## config.mk

```make
export PLATFORM = sky130hd
export DESIGN_NAME = des_round_engine
export DESIGN_NICKNAME = d
export VERILOG_FILES = /design/src/rtl/des_round_engine.sv
export SDC_FILE = /design/constraint.sdc
export NUM_CORES = 1
export LEC_CHECK = 0
export ABC_CLOCK_PERIOD_IN_PS = 14800
export CAP_MARGIN = 20
export CORE_ASPECT_RATIO = 2
export CORE_MARGIN = 2
export CORE_UTILIZATION = 35
export CTS_BUF_LIST = sky130_fd_sc_hd__clkbuf_4 sky130_fd_sc_hd__clkbuf_8 sky130_fd_sc_hd__clkbuf_16
export DETAILED_ROUTE_END_ITERATION = 7
export GPL_TIMING_DRIVEN = 0
export PLACE_DENSITY_LB_ADDON = 0.1
export SLEW_MARGIN = 5
export SYNTH_ARGS = -nofsm -noshare
export SYNTH_HDL_FRONTEND = slang
export SYNTH_SLANG_ARGS = --single-unit
```

## constraint.sdc

```tcl
create_clock -name clk -period 14.8 [get_ports clk]
set_input_delay 2.96 -clock clk [delete_from_list [all_inputs] [get_ports clk]]
set_output_delay 2.96 -clock clk [all_outputs]
set_load 0.1 [all_outputs]
```

## src/rtl/des_round_engine.sv

```systemverilog
// DES round engine: iterative Feistel datapath, RPC rounds per clock.
// One block in flight; valid/ready on both the input and output sides.
module des_round_engine #(
  parameter int ROUNDS = 16,
  parameter int RPC    = 1
) (
  input  logic        clk,
  input  logic        rst,
  input  logic        in_valid,
  output logic        in_ready,
  input  logic        mode,
  input  logic [1:64] data_in,
  input  logic [1:64] key_in,
  output logic        out_valid,
  input  logic        out_ready,
  output logic [1:64] data_out,
  output logic        busy
);

  if (ROUNDS < 1 || ROUNDS > 16) begin : g_bad_rounds
    $error("des_round_engine: ROUNDS must be 1..16");
  end
  if (!(RPC == 1 || RPC == 2 || RPC == 4) ||
      (ROUNDS % RPC) != 0) begin : g_bad_rpc
    $error("des_round_engine: RPC must be 1/2/4 and divide ROUNDS");
  end

  localparam int IP_T [64] = '{
    58, 50, 42, 34, 26, 18, 10, 2,
    60, 52, 44, 36, 28, 20, 12, 4,
    62, 54, 46, 38, 30, 22, 14, 6,
    64, 56, 48, 40, 32, 24, 16, 8,
    57, 49, 41, 33, 25, 17,  9, 1,
    59, 51, 43, 35, 27, 19, 11, 3,
    61, 53, 45, 37, 29, 21, 13, 5,
    63, 55, 47, 39, 31, 23, 15, 7
  };

  localparam int FP_T [64] = '{
    40, 8, 48, 16, 56, 24, 64, 32,
    39, 7, 47, 15, 55, 23, 63, 31,
    38, 6, 46, 14, 54, 22, 62, 30,
    37, 5, 45, 13, 53, 21, 61, 29,
    36, 4, 44, 12, 52, 20, 60, 28,
    35, 3, 43, 11, 51, 19, 59, 27,
    34, 2, 42, 10, 50, 18, 58, 26,
    33, 1, 41,  9, 49, 17, 57, 25
  };

  localparam int E_T [48] = '{
    32,  1,  2,  3,  4,  5,
     4,  5,  6,  7,  8,  9,
     8,  9, 10, 11, 12, 13,
    12, 13, 14, 15, 16, 17,
    16, 17, 18, 19, 20, 21,
    20, 21, 22, 23, 24, 25,
    24, 25, 26, 27, 28, 29,
    28, 29, 30, 31, 32,  1
  };

  localparam int P_T [32] = '{
    16,  7, 20, 21, 29, 12, 28, 17,
     1, 15, 23, 26,  5, 18, 31, 10,
     2,  8, 24, 14, 32, 27,  3,  9,
    19, 13, 30,  6, 22, 11,  4, 25
  };

  localparam int PC1_T [56] = '{
    57, 49, 41, 33, 25, 17,  9,
     1, 58, 50, 42, 34, 26, 18,
    10,  2, 59, 51, 43, 35, 27,
    19, 11,  3, 60, 52, 44, 36,
    63, 55, 47, 39, 31, 23, 15,
     7, 62, 54, 46, 38, 30, 22,
    14,  6, 61, 53, 45, 37, 29,
    21, 13,  5, 28, 20, 12,  4
  };

  localparam int PC2_T [48] = '{
    14, 17, 11, 24,  1,  5,
     3, 28, 15,  6, 21, 10,
    23, 19, 12,  4, 26,  8,
    16,  7, 27, 20, 13,  2,
    41, 52, 31, 37, 47, 55,
    30, 40, 51, 45, 33, 48,
    44, 49, 39, 56, 34, 53,
    46, 42, 50, 36, 29, 32
  };

  // Cumulative left-rotation per round, so any subkey is one rotate away.
  localparam logic [0:15][4:0] CSH = {
    5'd1,  5'd2,  5'd4,  5'd6,
    5'd8,  5'd10, 5'd12, 5'd14,
    5'd15, 5'd17, 5'd19, 5'd21,
    5'd23, 5'd25, 5'd27, 5'd28
  };

  // S1..S8, each 64 nibbles in row-major order (row = b1b6, col = b2..b5).
  localparam logic [0:7][0:63][3:0] SBOX = {
    256'hE4D12FB83A6C5907_0F74E2D1A6CB9538_41E8D62BFC973A50_FC8249175B3EA06D,
    256'hF18E6B34972DC05A_3D47F28EC01A69B5_0E7BA4D158C6932F_D8A13F42B67C05E9,
    256'hA09E63F51DC7B428_D709346A285ECBF1_D6498F30B12C5AE7_1AD069874FE3B52C,
    256'h7DE3069A1285BC4F_D8B56F03472C1AE9_A690CB7DF13E5284_3F06A1D8945BC72E,
    256'h2C417AB6853FD0E9_EB2C47D150FA3986_421BAD78F9C5630E_B8C71E2D6F09A453,
    256'hC1AF92680D34E75B_AF427C9561DE0B38_9EF528C3704A1DB6_432C95FABE17608D,
    256'h4B2EF08D3C975A61_D0B7491AE35C2F86_14BDC37EAF680592_6BD814A7950FE23C,
    256'hD2846FB1A93E50C7_1FD8A374C56B0E92_7B419CE206ADF358_21E74A8DFC90356B
  };

  function automatic logic [63:0] ip(input logic [63:0] x);
    logic [63:0] y;
    for (int i = 0; i < 64; i++) y[63-i] = x[64-IP_T[i]];
    return y;
  endfunction

  function automatic logic [63:0] fp(input logic [63:0] x);
    logic [63:0] y;
    for (int i = 0; i < 64; i++) y[63-i] = x[64-FP_T[i]];
    return y;
  endfunction

  function automatic logic [55:0] pc1(input logic [63:0] x);
    logic [55:0] y;
    for (int i = 0; i < 56; i++) y[55-i] = x[64-PC1_T[i]];
    return y;
  endfunction

  function automatic logic [47:0] pc2(input logic [55:0] x);
    logic [47:0] y;
    for (int i = 0; i < 48; i++) y[47-i] = x[56-PC2_T[i]];
    return y;
  endfunction

  function automatic logic [47:0] expand(input logic [31:0] x);
    logic [47:0] y;
    for (int i = 0; i < 48; i++) y[47-i] = x[32-E_T[i]];
    return y;
  endfunction

  function automatic logic [31:0] pperm(input logic [31:0] x);
    logic [31:0] y;
    for (int i = 0; i < 32; i++) y[31-i] = x[32-P_T[i]];
    return y;
  endfunction

  function automatic logic [31:0] sbox(input logic [47:0] x);
    logic [31:0] y;
    logic [5:0]  b;
    for (int i = 0; i < 8; i++) begin
      b = x[47-6*i -: 6];
      y[31-4*i -: 4] = SBOX[i][{b[5], b[0], b[4:1]}];
    end
    return y;
  endfunction

  function automatic logic [27:0] rotl28(
    input logic [27:0] x,
    input logic [4:0]  n
  );
    logic [55:0] t;
    t = {x, x} << n;
    return t[55:28];
  endfunction

  function automatic logic [47:0] subkey(
    input logic [27:0] c,
    input logic [27:0] d,
    input logic [4:0]  kr
  );
    logic [3:0] ki;
    logic [4:0] sh;
    ki = 4'(kr - 5'd1);
    sh = CSH[ki];
    return pc2({rotl28(c, sh), rotl28(d, sh)});
  endfunction

  function automatic logic [31:0] feistel(
    input logic [31:0] r,
    input logic [47:0] k
  );
    return pperm(sbox(expand(r) ^ k));
  endfunction

  typedef enum logic [1:0] {
    IDLE = 2'd0,
    RUN  = 2'd1,
    DONE = 2'd2
  } state_t;

  state_t      st, st_n;
  logic [31:0] l_q, r_q;
  logic [27:0] c_q, d_q;
  logic        mode_q;
  logic [4:0]  cnt_q;
  logic [63:0] dout_q;
  logic        ov_q;

  logic        accept, step, take, last;
  logic [31:0] l_n, r_n, tmp;
  logic [4:0]  rnd, kr;

  assign accept = (st == IDLE) && in_valid;
  assign step   = (st == RUN);
  assign take   = (st == DONE) && out_ready;
  assign last   = (cnt_q == 5'(ROUNDS - RPC));

  always_ff @(posedge clk) begin
    if (rst) st <= IDLE;
    else     st <= st_n;
  end

  always_comb begin
    st_n = st;
    unique case (st)
      IDLE:    if (in_valid)  st_n = RUN;
      RUN:     if (last)      st_n = DONE;
      DONE:    if (out_ready) st_n = IDLE;
      default: st_n = IDLE;
    endcase
  end

  always_comb begin
    in_ready = (st == IDLE);
    busy     = (st != IDLE);
  end

  // Decrypt walks the same schedule backwards: round r uses K(ROUNDS+1-r).
  always_comb begin
    l_n = l_q;
    r_n = r_q;
    tmp = '0;
    rnd = '0;
    kr  = '0;
    for (int j = 0; j < RPC; j++) begin
      rnd = cnt_q + 5'(j + 1);
      kr  = mode_q ? 5'(ROUNDS + 1) - rnd : rnd;
      tmp = r_n;
      r_n = l_n ^ feistel(r_n, subkey(c_q, d_q, kr));
      l_n = tmp;
    end
  end

  always_ff @(posedge clk) begin
    if (rst) begin
      l_q    <= '0;
      r_q    <= '0;
      c_q    <= '0;
      d_q    <= '0;
      mode_q <= 1'b0;
      cnt_q  <= '0;
      dout_q <= '0;
      ov_q   <= 1'b0;
    end else begin
      unique case (1'b1)
        accept: begin
          {l_q, r_q} <= ip(data_in);
          {c_q, d_q} <= pc1(key_in);
          mode_q     <= mode;
          cnt_q      <= '0;
        end
        step: begin
          l_q   <= l_n;
          r_q   <= r_n;
          cnt_q <= cnt_q + 5'(RPC);
          if (last) begin
            dout_q <= fp({r_n, l_n});
            ov_q   <= 1'b1;
          end
        end
        take: ov_q <= 1'b0;
        default: ;
      endcase
    end
  end

  assign data_out  = dout_q;
  assign out_valid = ov_q;

endmodule

```

==> impl_metrics.ini <==
[clocking]
numCtsBuffers = 17
cts.repair.resized = 0
cts_tree = yes
cts_max_level = 4
path_clk_slew_ns = 0.09
ctsLongestPathBuffers = 2
post_cts_buffers = 0
cts-root-buf = clkbuf_16
postCtsHoldBufs = 0
clock-sinks = 193
clk_latency_ns = 0.51

[critical_path]
cp-end-kind = flip-flop
cp.required_ns = 15.15
crit_path_max_fanout = 12
crit_arrival_ns = 9.68
worst-setup-path-type = flip-flop to flip-flop
cp-start-kind = flip-flop

[drt]
routedWlPerCell_microns = 34.5
drc = 0
vias = 25183
viasPerCell = 6.76
ant_nets = 0
drtPass1Iterations = 6
drt-total-wl_microns = 129000
drtIter0Drc = 2754

[logic_synthesis]
synthArstFlopShare_pct = 0
synth_area_sq_um = 19600
netlist_instances = 2742
ys.flop_type = dfxtp_1
syn_nets = 2931
postSynthAreaPerCell_sq_um = 7.16
synth_cell_types = 112
ys_warn_count = 0
synth-edff-count = 0
ys_seq_elements = 193
yosysSeqAreaShare_pct = 19.7

[placed_design]
place_area_sq_um = 22600
portBuffers = 191
gp_congestion = 1.16
dpl.hpwl_microns = 103000

[sta]
fin_hold_ws_ns = 0.462
fmax_mhz = 107
min_period_over_period_pct = 63.1
min_period_ns = 9.34
fin_tns_setup_ns = 0
rsz0062_at_grt = false
finalHoldViolations = 0
tightest_slew_ns = 1.25
clock_skew_ns = 0.0318
setup_viol = 0
slew_headroom_pct = 16.2
drv_slew = 0

[cells_and_area]
nFillCells = 5888
drive_above_1_share_pct = 7.65
multiInputGateArea_sq_um = 14500
finalNetCount = 3156
postLayoutCellArea_sq_um = 23300
num_antenna_cells = 0
area_growth_pct = 18.7
regArea_sq_um = 3860

[grt]
grtUsageTotal_pct = 43.8
grt_antenna_before_repair = 2
grt-ovfl-total = 0
grt_pass1_wl_microns = 181000
grt_max_degree = 22
grt_pass1_vias = 24646

[power]
combPwrFrac_pct = 76.7
p_leak_nw = 8.44
pwr-share-clk_pct = 10.5
p_int_mw = 2.09
peakVddDrop_uv = 86.5
p_seq_share_pct = 12.8
p_switching_mw = 2.96
switching_share_pct = 58.6
powerDensity_nw_per_um2 = 217

[die]
rows = 122
die_y_microns = 339
core_area_sq_um = 55400
start_util_pct = 35.4
io_pins = 200
die_x_microns = 171
dieArea_sq_um = 58100

[min_path]
hold_class = flip-flop to flip-flop

[outcome]
status = completed

[job]
maxCapViolations = 0
final cells by class:
cell class | instances | share of cell area, %
clock inverters | 14 | 0.736
clock buffers | 18 | 1.88
plain buffers | 239 | 4.85
inverters | 59 | 0.950
flip-flops and latches | 193 | 16.6
multi-input cells | 2251 | 62.1
repair buffers | 206 | 8.92
well taps | 744 | 4.00
metrics by stage:
stage          utilization [%]  setup slack [ns]  total power, mW  instances
2_1_floorplan                -              8.87             3.14       2742
3_3_place_gp              40.6              5.51             4.31       3677
3_5_place_dp              40.8              5.68             4.35       3687
4_1_cts                   41.9              5.67             4.88       3719
5_1_grt                   42.0              5.17             5.28       3724
6_report                  42.0              5.46             5.05       3724
path summary, 6_finish.rpt:
check	start	endpoint	slack [ns]	cells after the start
min reg2reg	data_out[13]$_SDFFE_PP0P_	data_out[13]$_SDFFE_PP0P_	0.46	2
max reg2reg	cnt_q[0]$_SDFFE_PP0P_	l_n[28]$_SDFFE_PP0P_	5.46	24
min	data_out[13]$_SDFFE_PP0P_	data_out[13]$_SDFFE_PP0P_	0.46	2
max	cnt_q[0]$_SDFFE_PP0P_	l_n[28]$_SDFFE_PP0P_	5.46	24
flip-flops by register name, summed over array words and instances (netlist names):
register / cells
l_n: 32
st: 2
cnt_q: 5
c_q: 28
mode_q: 1
data_out: 64
out_valid: 1
l_q: 32
d_q: 28
Yosys cell counts, types with 11 or more instances:
cell | count | area share (%)
or3_1 | 20 | 0.64
a21oi_1 | 176 | 4.5
a2111oi_0 | 20 | 0.89
a311o_1 | 11 | 0.56
a221oi_1 | 17 | 0.76
mux2i_1 | 57 | 2.9
nand2_1 | 483 | 9.2
o31ai_1 | 39 | 1.5
nand4_1 | 30 | 0.96
a32oi_1 | 22 | 0.98
o211ai_1 | 54 | 2.1
a311oi_1 | 54 | 2.4
clkbuf_1 | 133 | 2.5
xnor2_1 | 55 | 2.5
and3_1 | 45 | 1.4
mux4_2 | 21 | 2.4
buf_6 | 12 | 0.69
o21ai_0 | 113 | 2.9
o22ai_1 | 25 | 0.80
a211oi_1 | 47 | 1.8
nand2b_1 | 12 | 0.38
nor2_1 | 172 | 3.3
o2111ai_1 | 15 | 0.67
and2_1 | 26 | 0.83
xor2_1 | 22 | 0.98
a31oi_1 | 47 | 1.5
o221ai_1 | 25 | 1.1
nor4_1 | 24 | 0.76
buf_1 | 26 | 0.50
nor3_1 | 72 | 1.8
nand3_1 | 212 | 5.4
dfxtp_1 | 193 | 20
buf_4 | 19 | 0.73
buf_2 | 48 | 1.2
or4_1 | 12 | 0.46
a211o_1 | 16 | 0.71
ha_1 | 56 | 3.6
a22oi_1 | 22 | 0.84
mux2_2 | 19 | 1.1
inv_1 | 52 | 0.99
worst max-delay path, stage by stage, from the launching register on:
cell and delay (ns):
dfxtp_1 0.41, ha_1 0.31, clkbuf_1 0.41, clkinv_1 0.45, ha_1 0.39, or2_2 0.32, o32ai_4 0.29, xnor2_2 0.20
o21ai_1 0.25, buf_2 0.41, buf_1 0.70, clkbuf_1 0.89, a31oi_1 0.08, a221oi_1 0.58, a31oi_1 0.11, xnor2_1 0.28
clkbuf_1 0.49, ha_1 0.34, clkbuf_1 0.26, xnor3_1 0.34, nor2_1 0.04, a2111oi_0 0.47, a31oi_1 0.24, xnor2_1 0.70
a211oi_1 0.16
cells by family after synthesis:
family / share of synthesized area, %
and+or+nand+nor: 27.7
AOI/OAI and AO/OA: 31.0
buffers and inverters: 6.88
DFF: 19.7
muxes: 6.46
xor gates and xnor gates: 4.68
adders and majority gates: 3.62
placed cells by master, fill, tap and decap left out, types with 17 or more instances in the layout:
| cell type | count |
|---|---|
| and3_1 | 45 |
| a21oi_1 | 175 |
| mux2i_1 | 57 |
| o221ai_1 | 25 |
| a221oi_1 | 17 |
| buf_4 | 22 |
| clkdlybuf4s50_1 | 191 |
| buf_6 | 17 |
| ha_1 | 56 |
| nor3_1 | 71 |
| buf_1 | 26 |
| nand2_1 | 483 |
| and2_1 | 26 |
| nor2_1 | 172 |
| a211oi_1 | 47 |
| dfxtp_1 | 193 |
| inv_1 | 52 |
| a2111oi_0 | 20 |
| clkbuf_16 | 17 |
| o31ai_1 | 39 |
| a22oi_1 | 22 |
| buf_2 | 50 |
| mux2_2 | 19 |
| nand4_1 | 30 |
| or3_1 | 20 |
| mux4_2 | 21 |
| a32oi_1 | 22 |
| nor4_1 | 23 |
| a31oi_1 | 47 |
| o21ai_0 | 113 |
| clkbuf_1 | 132 |
| o22ai_1 | 25 |
| xor2_1 | 22 |
| o211ai_1 | 54 |
| a311oi_1 | 54 |
| nand3_1 | 212 |
| xnor2_1 | 53 |
power by group through the flow:
stage | sequential [mW] | combinational, mW | clock (mW)
floorplan | 0.606 | 2.54 | 0
global placement | 0.650 | 3.66 | 0
detailed placement | 0.651 | 3.70 | 0
CTS | 0.639 | 3.72 | 0.527
global route | 0.644 | 4.09 | 0.543
finish | 0.646 | 3.87 | 0.530
per-layer routing:
metal / up-vias / track usage, % / share of wire [%] / wire, microns
li1: 10819 / - / - / -
met1: 11781 / 38.9 / 30 / 38400
met2: 1771 / 72.8 / 47 / 61100
met3: 810 / 12.2 / 8.1 / 10400
met4: 2 / 51.0 / 15 / 18800
met5: - / 0.0870 / 0.014 / 18
Note: power is estimated with default switching activity, not from simulation.
